$ cat config.mk
export PLATFORM = sky130hd
export DESIGN_NAME = baud_gen_frac
export DESIGN_NICKNAME = d
export VERILOG_FILES = /design/src/rtl/baud_gen_frac.sv
export SDC_FILE = /design/constraint.sdc
export NUM_CORES = 1
export LEC_CHECK = 0
export ABC_CLOCK_PERIOD_IN_PS = 6200
export CORE_MARGIN = 2
export CORE_UTILIZATION = 49
export DETAILED_ROUTE_END_ITERATION = 8
export PLACE_DENSITY_LB_ADDON = 0.05
export SLEW_MARGIN = 0
export SYNTH_ARGS = -nofsm -noshare
export SYNTH_HDL_FRONTEND = slang
export SYNTH_SLANG_ARGS = --single-unit
$ cat constraint.sdc
create_clock -name clk -period 6.2 [get_ports clk]
set_input_delay 0.93 -clock clk [delete_from_list [all_inputs] [get_ports clk]]
set_output_delay 0.93 -clock clk [all_outputs]
set_load 0.02 [all_outputs]
$ cat src/rtl/baud_gen_frac.sv
// Fractional baud-rate generator: produces an oversample tick whose period
// dithers between D_int and D_int+1 clocks so that the long-run mean equals
// D_int + D_frac/2^FRAC_W. It also produces bit-centre and bit-end pulses
// derived from an oversample counter. The divisor is double-buffered and
// changes only on period boundaries.
module baud_gen_frac #(
  parameter int CLK_HZ     = 100_000_000,
  parameter int BAUDRATE   = 9600,
  parameter int OVERSAMPLE = 16,
  parameter int DIV_W      = 16,
  parameter int FRAC_W     = 4
) (
  input  logic              clk,
  input  logic              rst,
  input  logic              en,
  input  logic              phase_clr,
  input  logic [DIV_W-1:0]  div_int,
  input  logic [FRAC_W-1:0] div_frac,
  input  logic              div_load,
  output logic              tick,
  output logic              mid_tick,
  output logic              bit_tick,
  output logic              cfg_pending
);

  localparam int OS_W = $clog2(OVERSAMPLE);
  localparam logic [63:0] RST_Q =
    (64'(CLK_HZ) << FRAC_W) / (64'(BAUDRATE) * 64'(OVERSAMPLE));
  localparam logic [DIV_W-1:0]  RST_Q_INT = DIV_W'(RST_Q >> FRAC_W);
  localparam logic [DIV_W-1:0]  RST_INT   = (RST_Q_INT < DIV_W'(2)) ? DIV_W'(2) : RST_Q_INT;
  localparam logic [FRAC_W-1:0] RST_FRAC  = FRAC_W'(RST_Q);

  // Divisors below 2 cannot produce a registered one-cycle pulse train.
  function automatic logic [DIV_W-1:0] clamp_int(input logic [DIV_W-1:0] d);
    return (d < DIV_W'(2)) ? DIV_W'(2) : d;
  endfunction

  logic [DIV_W:0]    cnt;
  logic [OS_W-1:0]   os_cnt;
  logic [FRAC_W-1:0] acc;
  logic              carry;
  logic [DIV_W-1:0]  act_int, sh_int, nxt_int;
  logic [FRAC_W-1:0] act_frac, sh_frac, nxt_frac;
  logic [DIV_W:0]    period_last;
  logic [FRAC_W:0]   acc_sum;
  logic              boundary;
  logic              apply_sh;

  // Period end detection and selection of the divisor in force after this edge.
  always_comb begin
    period_last = {1'b0, act_int} + {{DIV_W{1'b0}}, carry} - (DIV_W+1)'(1);
    // >= guards against a held count left beyond a freshly shortened period.
    boundary    = en && !phase_clr && (cnt >= period_last);
    apply_sh    = cfg_pending && (boundary || !en || phase_clr);
    nxt_int     = act_int;
    nxt_frac    = act_frac;
    if (phase_clr && div_load) begin
      nxt_int  = clamp_int(div_int);
      nxt_frac = div_frac;
    end else if (apply_sh) begin
      nxt_int  = sh_int;
      nxt_frac = sh_frac;
    end
    acc_sum = {1'b0, acc} + {1'b0, nxt_frac};
  end

  // Counters, fractional accumulator, output pulses and divisor shadow.
  always_ff @(posedge clk) begin
    if (rst) begin
      cnt         <= '0;
      os_cnt      <= '0;
      acc         <= '0;
      carry       <= 1'b0;
      tick        <= 1'b0;
      mid_tick    <= 1'b0;
      bit_tick    <= 1'b0;
      cfg_pending <= 1'b0;
      sh_int      <= '0;
      sh_frac     <= '0;
      act_int     <= RST_INT;
      act_frac    <= RST_FRAC;
    end else begin
      act_int  <= nxt_int;
      act_frac <= nxt_frac;
      tick     <= boundary;
      mid_tick <= boundary && (os_cnt == OS_W'(OVERSAMPLE/2 - 1));
      bit_tick <= boundary && (os_cnt == OS_W'(OVERSAMPLE - 1));

      if (phase_clr) begin
        cnt    <= '0;
        os_cnt <= '0;
        acc    <= '0;
        carry  <= 1'b0;
      end else if (boundary) begin
        cnt            <= '0;
        os_cnt         <= (os_cnt == OS_W'(OVERSAMPLE - 1)) ? '0 : os_cnt + OS_W'(1);
        {carry, acc}   <= acc_sum;
      end else if (en) begin
        cnt <= cnt + (DIV_W+1)'(1);
      end

      if (phase_clr) begin
        cfg_pending <= 1'b0;
      end else if (div_load) begin
        sh_int      <= clamp_int(div_int);
        sh_frac     <= div_frac;
        cfg_pending <= 1'b1;
      end else if (apply_sh) begin
        cfg_pending <= 1'b0;
      end
    end
  end

endmodule

======== After elaboration in Yosys (flattened, before gate mapping) ========
Cells that the tools add are included.
word-level totals
  word-level logic and storage cells ...... 45
  memories kept ........................... 0
  output and inout bits ................... 4
  bits in latches ......................... 0
  bits in writable memories ............... 0
  bits in read-only memories .............. 0
  flip-flop bits (word level) ............. 70
  input port bits ......................... 25
operators by class
  $mul .................................... 0
  shifts and indexed selects .............. 0
  divide/modulo/power cells ............... 0
  reductions and logical operators ........ 15
  bitwise operators ....................... 1
  multiplexer cells ....................... 8
  $add $sub $neg .......................... 5
  magnitude comparators ................... 2
  equal/unequal tests ..................... 2
operators by type and width
  cell                     number
  $mux W16                 3
  $add A16 B1 Y17          1
  $add A17 B1 Y17 const B  1
  $ge A17 B17 Y1           1
  $sub A17 B1 Y17 const B  1
  $lt A16 B2 Y1 const B    1
  $mux W4                  3
  $logic_and A1 B1 Y1      6
  $add A4 B4 Y5            1
  $add A4 B1 Y4 const B    1
  $eq A4 B3 Y1 const B     1
  $eq A4 B4 Y1 const B     1
  $reduce_bool A2 Y1       2
  $reduce_or A3 Y1         1
  $logic_not A1 Y1         2
  $logic_or A1 B1 Y1       2
  $mux W1                  2
  $reduce_and A2 Y1        1
  $reduce_or A2 Y1         1
  $not A1 Y1               1

======== Depth between registers and ports, before layout ========
Gate-level depths: netlist of run 1.
  depth after elaboration ................. 10
  mapped depth ............................ 22

======== Least setup slack after synthesis of run 1 ========
Ideal clock, no wire load.
  path kind ............................... flip-flop to flip-flop
  from .................................... register carry
  to ...................................... register carry
  path buffers ............................ 1
  data required time ...................... 6064 ps
  period minus slack after synthesis ...... 4593 ps
  stages on the path, launching flop included .. 21
  setup slack ............................. 1607 ps
  arrival ................................. 4457 ps
  cells stage by stage .................... dfxtp_1 -> inv_1 -> ha_1 -> nor3b_1 -> nand2_1 -> nor4_1 -> nand2_1 -> xor2_1 -> ha_1 -> nand4_1 -> nor3_2 -> nand3_1 -> o221a_2 -> buf_6 -> a2111oi_2 -> a211oi_1 -> ha_1 -> fa_1 -> a21o_1 -> a2111oi_0 -> a211oi_1
on the way
  cells in the longest elaborated chain, start to end .. 10
RTL lines
  item                             line  RTL
  from (decl)                      41    logic carry;
  from (signal assigned)           97    {carry, acc} <= acc_sum;
  $add A16 B1 Y17                  51    period_last = {1'b0, act_int} + {{DIV_W{1'b0}}, carry} - (DIV_W+1)'(1);
  $sub A17 B1 Y17                  51
  $ge A17 B17 Y1                   53    boundary = en && !phase_clr && (cnt >= period_last);
  $logic_and A1 B1 Y1              53
  $logic_or A1 B1 Y1 (2 in a row)  54    apply_sh = cfg_pending && (boundary || !en || phase_clr);
  $logic_and A1 B1 Y1              54
  $mux W4                          60    end else if (apply_sh) begin
  $mux W4                          57    if (phase_clr && div_load) begin
  named net nxt_frac[0]            43    logic [FRAC_W-1:0] act_frac, sh_frac, nxt_frac;
  $add A4 B4 Y5                    64    acc_sum = {1'b0, acc} + {1'b0, nxt_frac};
The timed path passes the listed nets, and every way through them passes these cells.
A chain may end at the register's enable or synchronous reset.

======== Worst setup path after layout of run 1 ========
Same ends and word-level chain as after synthesis.

==> run_results.csv, run 1 <==
group,metric,value,unit
cells_and_area,num_antenna_cells,0,
worst_setup_path,cp_max_fo,19,
power,ir_drop,0.000139,V
cells_and_area,final_nets,538,
cells_and_area,drive_above_1_share,0.0732,
logic_synthesis,ys_types,49,
min_path,hp-start,"sh_int[2]$_SDFFE_PP0P_",
place,io_buffers,28,
power,p_per_area,239,nW/um2
logic_synthesis,synthTopCellsByArea,"dfxtp_1, ha_1, nor2_1, nand2_1, a21oi_1",
worst_setup_path,r2r_start,"carry$_SDFFE_PP0P_",
detailed_routing,vias,3398,
timing,hold_viol,0,
worst_setup_path,critPathRequiredTime,6400,ps
timing,setup_viol,0,
place,gp_congestion,0.810,
global_routing,antenna_found_initial,0,
detailed_routing,drt_iter0_drc,201,
die,rows,32,
timing,worst_slew_pin_slew,907,ps
timing,slew_headroom,0.395,
worst_setup_path,reg2reg_depth,19,
cells_and_area,n_fill_cell,755,
run,cap_violations,0,
die,start_util,0.505,
logic_synthesis,synth_most_common_cell,"nor2_1",
logic_synthesis,syn_nets,524,
cts,cts_made_buffers,9,
detailed_routing,drc,0,
cells_and_area,seqCellArea,1400,um2
cts,postCtsResizedCells,0,
cts,cts_root_buf,"clkbuf_8",
cts,clock_sinks,70,
timing,max_clock_freq,0.192,GHz
run_status,status,"completed",
logic_synthesis,synth_top_area_cell,"dfxtp_1",
worst_setup_path,crit_start,"carry$_SDFFE_PP0P_",
logic_synthesis,synthCells,473,
timing,finalCritPeriodShare,0.839,
die,ios,29,
cts,clockBufferDepth,2,
logic_synthesis,synth_ff_type,"dfxtp_1",
logic_synthesis,ys_seq_area_frac,0.361,
global_routing,grt_pass1_vias,3340,
global_routing,grt_pass1_wl,15800,um
worst_setup_path,r2r_setup_slack,1000,ps
worst_setup_path,end_kind,"register",
worst_setup_path,r2r_end,"carry$_SDFFE_PP0P_",
logic_synthesis,synth_edf_count,0,
logic_synthesis,netlist.area_leader.share,0.361,
worst_setup_path,critical_path_class,"reg2reg",
die,die_h,93.0,um
detailed_routing,drtPass1Iterations,4,
detailed_routing,routed_wl,9420,um
timing,fin_skew,5.05,ps
cells_and_area,finish.utilization,0.576,
cts,path_clk_slew,80,ps
place,hpwl,6410,um
worst_setup_path,crit_chain,"inv_1 -> ha_1 -> nor3b_1 -> nand2_1 -> nor4_1 -> nand2_1 -> xor2_1 -> ha_1 -> nand4_1 -> nor3_2 -> nand3_1 -> o221a_2 -> a2111oi_2 -> a211oi_1 -> ha_1 -> fa_1 -> a21o_1 -> a2111oi_0 -> a211oi_1",
global_routing,globalRoute.totalOverflow,0,
logic_synthesis,avgSynthCellArea,8.21,um2
min_path,min_path_cells,2,
cts,htreeDepth,3,
worst_setup_path,cp_common_cell,"ha_1",
timing,period_needed,5200,ps
logic_synthesis,syn-cell-area,3880,um2
worst_setup_path,cp-start-kind,"register",
die,dieArea,8660,um2
die,core_area,7690,um2
logic_synthesis,ys_seq_elements,70,
timing,rsz0062_at_grt,"false",
cells_and_area,area_delta_synth_final,14.0,%
detailed_routing,wl_per_cell,15.9,um
logic_synthesis,yosysWarnings,0,
power,p_leak,1.65,nW
global_routing,gr-usage-all-layers,0.228,
min_path,hold_end,"sh_int[2]$_SDFFE_PP0P_",
worst_setup_path,cp_top_family,"compound AO/OA/AOI/OAI gates",
min_path,hold_class,"reg2reg",
timing,drv_slew,0,
logic_synthesis,synth_common_cells,"nor2_1, dfxtp_1, nand2_1",
detailed_routing,ant_nets,0,
die,die_x,93.0,um
worst_setup_path,critPathBufInv,1,
logic_synthesis,async_reset_ff_frac,0,
cells_and_area,multi_input_area,2310,um2
detailed_routing,vias_per_cell,5.72,
global_routing,grt_max_degree,55,
cts,clock_latency,340,ps
cts,postCtsSetupBuffers,0,
cts,cts_hold_buf,0,
timing,tns,0,ps
worst_setup_path,crit_path_max_incr_delay,480,ps
cts,tritoncts,"yes",
worst_setup_path,cpMaxStageDelayCell,"a2111oi_2",
worst_setup_path,cp.arrival,5410,ps
## final cells by class
cell class              instances  area share
clock inverters                 6      0.0246
inverters                       9     0.00763
flip-flops and latches         70       0.316
clock buffers                  10      0.0311
multi-input cells             364       0.521
repair buffers                 33      0.0706
well taps                     102      0.0288
## state kept, by name, indices dropped and copies added (netlist names)
register and flops:
bit_tick 1, acc 4, cnt 17, act_int 16, cfg_pending 1, mid_tick 1, carry 1, sh_frac 4
sh_int 16, tick 1, os_cnt 4, act_frac 4
## stage by stage
stage / setup slack, ps / area, um2 / total power [W] / std cells / hold slack, ps
after floorplan: 1610 / 3880 / 0.000571 / 473 / 432
after global placement: 1190 / 4180 / 0.000612 / 578 / 441
after detailed placement: 1070 / 4180 / 0.000614 / 578 / 448
after CTS: 1040 / 4430 / 0.00107 / 594 / 458
after global routing: 574 / 4430 / 0.00110 / 594 / 474
final: 996 / 4430 / 0.00106 / 594 / 459
## worst min-delay path, cell delays in order, from the launching register on
cell	delay, ps
dfxtp_1	310
nand2_1	50
a21oi_1	50
## cells by family (layout without fill, tap and decap cells)
| kind of cell | count (synthesis) | after routing | synth area share |
|---|---|---|---|
| fa+ha+maj | 26 | 26 | 0.0857 |
| flops | 70 | 70 | 0.361 |
| xor+xnor | 32 | 32 | 0.0721 |
| compound gates | 102 | 102 | 0.193 |
| simple gates | 203 | 203 | 0.240 |
| buf+inv | 39 | 58 | 0.0457 |
| mux | 1 | 1 | 0.00258 |
## metal layers
metal / routed length (um) / vias up / global-route usage / share of wire
met3: 287 / 22 / 0.0330 / 0.030
li1: - / 1708 / - / -
met1: 4450 / 1608 / 0.296 / 0.47
met2: 4420 / 60 / 0.374 / 0.47
met4: 262 / 0 / 0.109 / 0.028
met5: 0 / - / 0 / 0
## layout by cell type (no fill, tap or decap), types with 2 or more instances in the layout
cell type,n
or2_2,5
clkinv_2,2
nor2b_1,4
xnor2_1,18
nand2b_1,3
buf_4,5
nand3_1,11
nor4_1,5
a21oi_1,32
nor3_1,16
dfxtp_1,70
o311a_1,11
bufinv_16,3
o211ai_1,11
xor2_1,14
nor2_1,72
nand4_1,8
a211oi_1,20
ha_1,25
o21ai_0,6
nand3b_1,2
inv_1,8
a311oi_1,2
a2111oi_2,4
clkdlybuf4s50_1,27
and4_1,3
clkbuf_8,10
nand2_1,57
and3_1,3
and2_1,4
nor3b_1,2
a21o_1,3
or3_1,5
a31oi_1,4
## power breakdown
part / total, W / switching (W) / internal [W] / leakage (nW)
clock network: 0.000452 / 0.000175 / 0.000278 / 0.126
logic: 0.000121 / 0.0000676 / 0.0000532 / 0.952
registers: 0.000484 / 0.0000168 / 0.000467 / 0.571
## worst max path at each step
stage | end | slack [ps] | depth (start not counted)
finish | carry$_SDFFE_PP0P_ | 1000 | 19
global route | carry$_SDFFE_PP0P_ | 570 | 19
CTS | carry$_SDFFE_PP0P_ | 1040 | 19
detailed placement | carry$_SDFFE_PP0P_ | 1070 | 19
global placement | carry$_SDFFE_PP0P_ | 1190 | 19
floorplan | carry$_SDFFE_PP0P_ | 1610 | 20
(Power assumes the default switching activity.)
==> inputs of run 2 (changes only) <==
ABC_CLOCK_PERIOD_IN_PS = 4600   (was 6200)
clock period = 4.6 ns   (was 6.2 ns; I/O delays follow)
==> run 2 against run 1 <==
Against the previous run:
- flip-flop and latch count unchanged
- clock skew up 5.2 ps
- maximum frequency grew 18%
- critical path depth is 1 higher
- core utilization grew 1.7 points
- global-route usage up 0.28 points
- die area is the same
- critical path type unchanged
- first-iteration DRC count down 24%
- via count grew 1.8%
- count of clock-buffer cells in the layout unchanged
- largest cell class unchanged
==> run_results.csv, run 2 (synthesis results as in run 1) <==
group,metric,value,unit
worst_setup_path,end_kind,"register",
power,comb_power_share,0.132,
cells_and_area,final_cell_mix,"nor2_1, dfxtp_1, nand2_1",
global_routing,grt_pass1_wl,15800,um
place,dp.cells,589,
global_routing,gr-usage-all-layers,0.231,
timing,slew_headroom,0.367,
power,switching_share,0.273,
detailed_routing,vias,3458,
cts,clock_sinks,70,
cells_and_area,area_delta_synth_final,17.3,%
global_routing,antenna_found_initial,0,
detailed_routing,drtPass1Iterations,4,
cells_and_area,final_common_cell,"nor2_1",
cells_and_area,finalInstanceArea,4560,um2
die,die_h,93.0,um
timing,worst_slew_pin_slew,949,ps
place,hpwl,6850,um
global_routing,globalRoute.totalOverflow,0,
cells_and_area,final-instance-count-excl-fill,605,
timing,drv_slew,0,
timing,fin_skew,10.2,ps
detailed_routing,ant_nets,0,
power,power.share.clock,0.384,
power,p_total,0.00134,W
cts,path_clk_slew,80,ps
place,dpl_cell_area,4260,um2
detailed_routing,drt_iter0_drc,153,
global_routing,grt_pass1_vias,3262,
cts,htreeDepth,3,
timing,setup_viol,0,
run_status,status,"completed",
power,seq_power_share,0.485,
cells_and_area,largest_reg_flops,17,
power,p_per_area,294,nW/um2
detailed_routing,routed_wl,9750,um
power,switching_power,0.000366,W
run,cap_violations,0,
cts,tritoncts,"yes",
power,p_leak,1.69,nW
place,gp_congestion,0.865,
min_path,hold_class,"reg2reg",
worst_setup_path,cp.arrival,4630,ps
cts,cts_root_buf,"clkbuf_8",
die,core_area,7690,um2
worst_setup_path,critPathRequiredTime,4830,ps
timing,timing.hold.ws,453,ps
die,ios,29,
cells_and_area,num_antenna_cells,0,
timing,max_clock_freq,0.227,GHz
die,rows,32,
cells_and_area,final_nets,549,
place,io_buffers,28,
cells_and_area,seqCellArea,1400,um2
cells_and_area,multi_input_area,2390,um2
detailed_routing,drc,0,
die,start_util,0.505,
cells_and_area,n_fill_cell,714,
timing,rsz0062_at_grt,"true",
global_routing,grt_max_degree,55,
worst_setup_path,cp-start-kind,"register",
die,die_x,93.0,um
detailed_routing,vias_per_cell,5.72,
cells_and_area,top_regs,"cnt: 17 flops, act_int: 16 flops, sh_int: 16 flops",
cells_and_area,drive_above_1_share,0.111,
power,ir_drop,0.000176,V
cts,cts_made_buffers,9,
worst_setup_path,cp_max_fo,4,
cells_and_area,largest-register,"cnt",
worst_setup_path,critical_path_class,"reg2reg",
detailed_routing,wl_per_cell,16.1,um
die,dieArea,8660,um2
cts,clock_latency,340,ps
cts,postCtsSetupBuffers,0,
timing,hold_viol,0,
timing,period_needed,4400,ps
timing,finalCritPeriodShare,0.957,
cts,clockBufferDepth,2,
power,internal_power,0.000975,W
==> run 2: per-stage QoR <==
step / setup slack (ps) / utilization / setup TNS [ps]
6_report: 197 / 0.593 / 0
3_5_place_dp: -60.2 / 0.555 / -60.2
4_1_cts: 53.1 / 0.587 / 0
5_1_grt: -142 / 0.593 / -261
3_3_place_gp: 81.0 / 0.555 / 0
2_1_floorplan: 7.10 / - / 0
==> run 2: final cells by class <==
cell class	instances	area share
Clock inverter	6	0.0151
Inverter	9	0.00741
Sequential cell	70	0.308
Timing Repair Buffer	44	0.0876
Multi-Input combinational cell	364	0.524
Clock buffer	10	0.0302
Tap cell	102	0.0280
==> run 2: final timing paths <==
kind	from	end	slack, ps	cells past startpoint
setup / recovery	carry$_SDFFE_PP0P_	carry$_SDFFE_PP0P_	200	20
hold / removal	sh_int[9]$_SDFFE_PP0P_	sh_int[9]$_SDFFE_PP0P_	450	2
setup reg to reg	carry$_SDFFE_PP0P_	carry$_SDFFE_PP0P_	200	20
hold reg to reg	sh_int[9]$_SDFFE_PP0P_	sh_int[9]$_SDFFE_PP0P_	450	2
==> run 2: critical path: stages, from the launching register on <==
cell       delay (ps)
dfxtp_1           300
inv_1             100
ha_1              170
ha_1              190
nand3b_1          140
nor3_2            150
nand2b_1          150
nor3_2            160
xnor2_1            90
ha_1              300
nand4_1           150
nor3_2            230
nand3_1           150
o221a_4           320
a2111oi_4         340
a211oi_1          100
ha_1              220
fa_1              410
a21o_1            190
a2111oi_2         340
a211oi_1           90
==> run 2: repair_timing <==
| action | 4_1_cts | 5_1_grt |
|---|---|---|
| hold buffers | 0 | 0 |
| pin swaps | 0 | 2 |
| endpoints found under the setup margin | 1 | 2 |
| gates resized for setup | 5 | 9 |
==> run 2: power groups by stage <==
stage	sequential, W	clock [W]	combinational (W)
after floorplan	0.000658	0	0.000111
after global placement	0.000662	0	0.000170
after detailed placement	0.000663	0	0.000172
after CTS	0.000649	0.000531	0.000175
after global routing	0.000653	0.000554	0.000195
final	0.000650	0.000515	0.000177
==> run 2: metal layers <==
metal	part of all wire	up-vias	GRT usage
met3	0.036	6	0.0508
met5	0	-	0
li1	-	1736	-
met2	0.50	46	0.408
met1	0.45	1670	0.289
met4	0.0065	0	0.0515
==> inputs of run 3 (changes only) <==
DONT_BUFFER_PORTS = 1   (was default)
PLACE_DENSITY = 0.71   (was default)
PLACE_DENSITY_LB_ADDON = default   (was 0.05)
SKIP_CTS_REPAIR_TIMING = 1   (was default)
==> run 3 against run 2 <==
Against the previous run:
- first-iteration DRC count rose by 26%
- highest routed layer unchanged
- via count fell by 1.9%
- critical endpoint unchanged
- register-to-register slack got worse by 110 ps
- sequential share of layout area rose by 1.1 points
- final area fell by 3.3%
- hold slack got worse by 64 ps
- non-clock buffer count fell by 24
==> run_results.csv, run 3 (synthesis results as in run 1) <==
group,metric,value,unit
run_status,status,"completed",
place,io_buffers,0,
cts,clock_sinks,70,
timing,drv_slew,0,
detailed_routing,vias,3394,
worst_setup_path,crit_path_max_incr_delay,370,ps
detailed_routing,drt_iter0_drc,193,
timing,fin_skew,14.6,ps
run,cap_violations,0,
cells_and_area,final_nets,525,
die,start_util,0.505,
detailed_routing,wl_per_cell,16.3,um
detailed_routing,drc,0,
worst_setup_path,cp_top_family,"compound AO/OA/AOI/OAI gates",
cells_and_area,final-instance-count-excl-fill,581,
global_routing,grt_util_met2,0.371,
global_routing,grt_pass1_vias,3308,
worst_setup_path,cp.arrival,4740,ps
cells_and_area,largest-register,"cnt",
timing,slew_headroom,0.253,
cts,path_clk_slew,80,ps
die,rows,32,
worst_setup_path,r2r_start,"act_int[0]$_SDFFE_PP1P_",
timing,max_clock_freq,0.222,GHz
die,die_h,93.0,um
cts,cts_made_buffers,9,
cts,tritoncts,"yes",
timing,timing.hold.ws,389,ps
power,p_total,0.00136,W
timing,tns,0,ps
power,p_leak,1.60,nW
min_path,hold_end,"sh_frac[2]$_SDFFE_PP0P_",
worst_setup_path,crit_start,"act_int[0]$_SDFFE_PP1P_",
cts,cts_root_buf,"clkbuf_8",
worst_setup_path,crit_chain,"inv_2 -> ha_4 -> ha_4 -> nand3b_1 -> nor3_2 -> nand2b_1 -> nor4_2 -> xnor2_1 -> ha_1 -> nand2_1 -> nor3_2 -> nand3_1 -> o221a_4 -> a2111oi_4 -> a211oi_2 -> ha_2 -> fa_2 -> a21o_1 -> a2111oi_2 -> a211oi_1",
worst_setup_path,critPathBufInv,1,
timing,period_needed,4510,ps
power,ir_drop,0.000203,V
cells_and_area,area_delta_synth_final,13.4,%
worst_setup_path,end_kind,"register",
place,dp.cells,560,
cells_and_area,top_regs,"cnt: 17 flops, act_int: 16 flops, sh_int: 16 flops",
cts,clock_latency,360,ps
worst_setup_path,r2r_setup_slack,90,ps
worst_setup_path,cpMaxStageDelayCell,"o221a_4",
min_path,min_path_cells,1,
global_routing,grt_pass1_wl,15300,um
cells_and_area,largest_reg_flops,17,
power,p_per_area,308,nW/um2
worst_setup_path,critPathRequiredTime,4830,ps
cells_and_area,final_common_cell,"nor2_1",
timing,finalCritPeriodShare,0.981,
cts,htreeDepth,3,
min_path,hold_class,"in2reg",
global_routing,met3_usage,0.0492,
worst_setup_path,cp-start-kind,"register",
die,core_area,7690,um2
worst_setup_path,cp_max_fo,5,
worst_setup_path,r2r_end,"carry$_SDFFE_PP0P_",
cells_and_area,final_cell_mix,"nor2_1, dfxtp_1, nand2_1",
detailed_routing,ant_nets,0,
min_path,hp-start,"rst",
cts,clockBufferDepth,2,
cells_and_area,drive_above_1_share,0.142,
cells_and_area,num_antenna_cells,0,
place,gp_congestion,0.906,
global_routing,gr-usage-all-layers,0.221,
global_routing,met1_usage,0.270,
global_routing,grt_busiest_layer,"met2",
detailed_routing,routed_wl,9460,um
timing,worst_slew_pin_slew,1120,ps
timing,setup_viol,0,
worst_setup_path,reg2reg_depth,20,
die,die_x,93.0,um
die,ios,29,
die,dieArea,8660,um2
timing,hold_viol,0,
global_routing,grt_max_degree,55,
detailed_routing,vias_per_cell,5.84,
place,hpwl,6530,um
worst_setup_path,critical_path_class,"reg2reg",
global_routing,antenna_found_initial,0,
detailed_routing,drtPass1Iterations,5,
global_routing,globalRoute.totalOverflow,0,
## run 3: cell types whose count changed in the layout (fill, tap and decap cells not counted), moves of 3 or more
cell,change
clkdlybuf4s50_1,-27
a211oi_1,-3
ha_1,-3
buf_4,+5
## run 3: worst max path at each step
stage                    endpoint  cells past startpoint
3_5_place_dp   carry$_SDFFE_PP0P_                     19
4_1_cts        carry$_SDFFE_PP0P_                     19
2_1_floorplan  carry$_SDFFE_PP0P_                     20
6_report       carry$_SDFFE_PP0P_                     20
5_1_grt        carry$_SDFFE_PP0P_                     20
3_3_place_gp   carry$_SDFFE_PP0P_                     19
## run 3: layer usage
layer	wire length (um)	part of all wire	vias up
met4	189	0.020	0
li1	-	-	1687
met1	3910	0.41	1604
met2	4850	0.51	83
met5	0	0	-
met3	517	0.055	20
## run 3: area by class of cell
class                      instances  area, um2
timing repair buffer              20        150
clock inverter                     6       92.6
tap                              102        128
clock buffer                      10        128
inverter                           9       33.8
multi-input combinational        364       2470
fill                             706       3280
sequential                        70       1400
## run 3: power by group
part | switching [W] | leakage (nW) | internal, W
sequential | 0.0000213 | 0.571 | 0.000629
combinational | 0.0000862 | 0.923 | 0.0000653
clock | 0.000246 | 0.104 | 0.000309
## run 3: worst register-to-register path: cells and delay by family (launching register included)
kind,cells,cell delay (ps)
adders and majority gates,5,1130
AOI/OAI and AO/OA,6,1360
buffers and inverters,1,70
xor gates and xnor gates,1,140
DFF,1,320
and+or+nand+nor,7,1350
## run 3: stage by stage
| stage | setup WS (ps) | area (um2) | util |
|---|---|---|---|
| after floorplan | 7.10 | 3880 | - |
| after global placement | 105 | 3980 | 0.518 |
| after detailed placement | -90.2 | 3980 | 0.518 |
| after CTS | -106 | 4200 | 0.547 |
| after global routing | -135 | 4400 | 0.573 |
| final | 89.0 | 4400 | 0.573 |
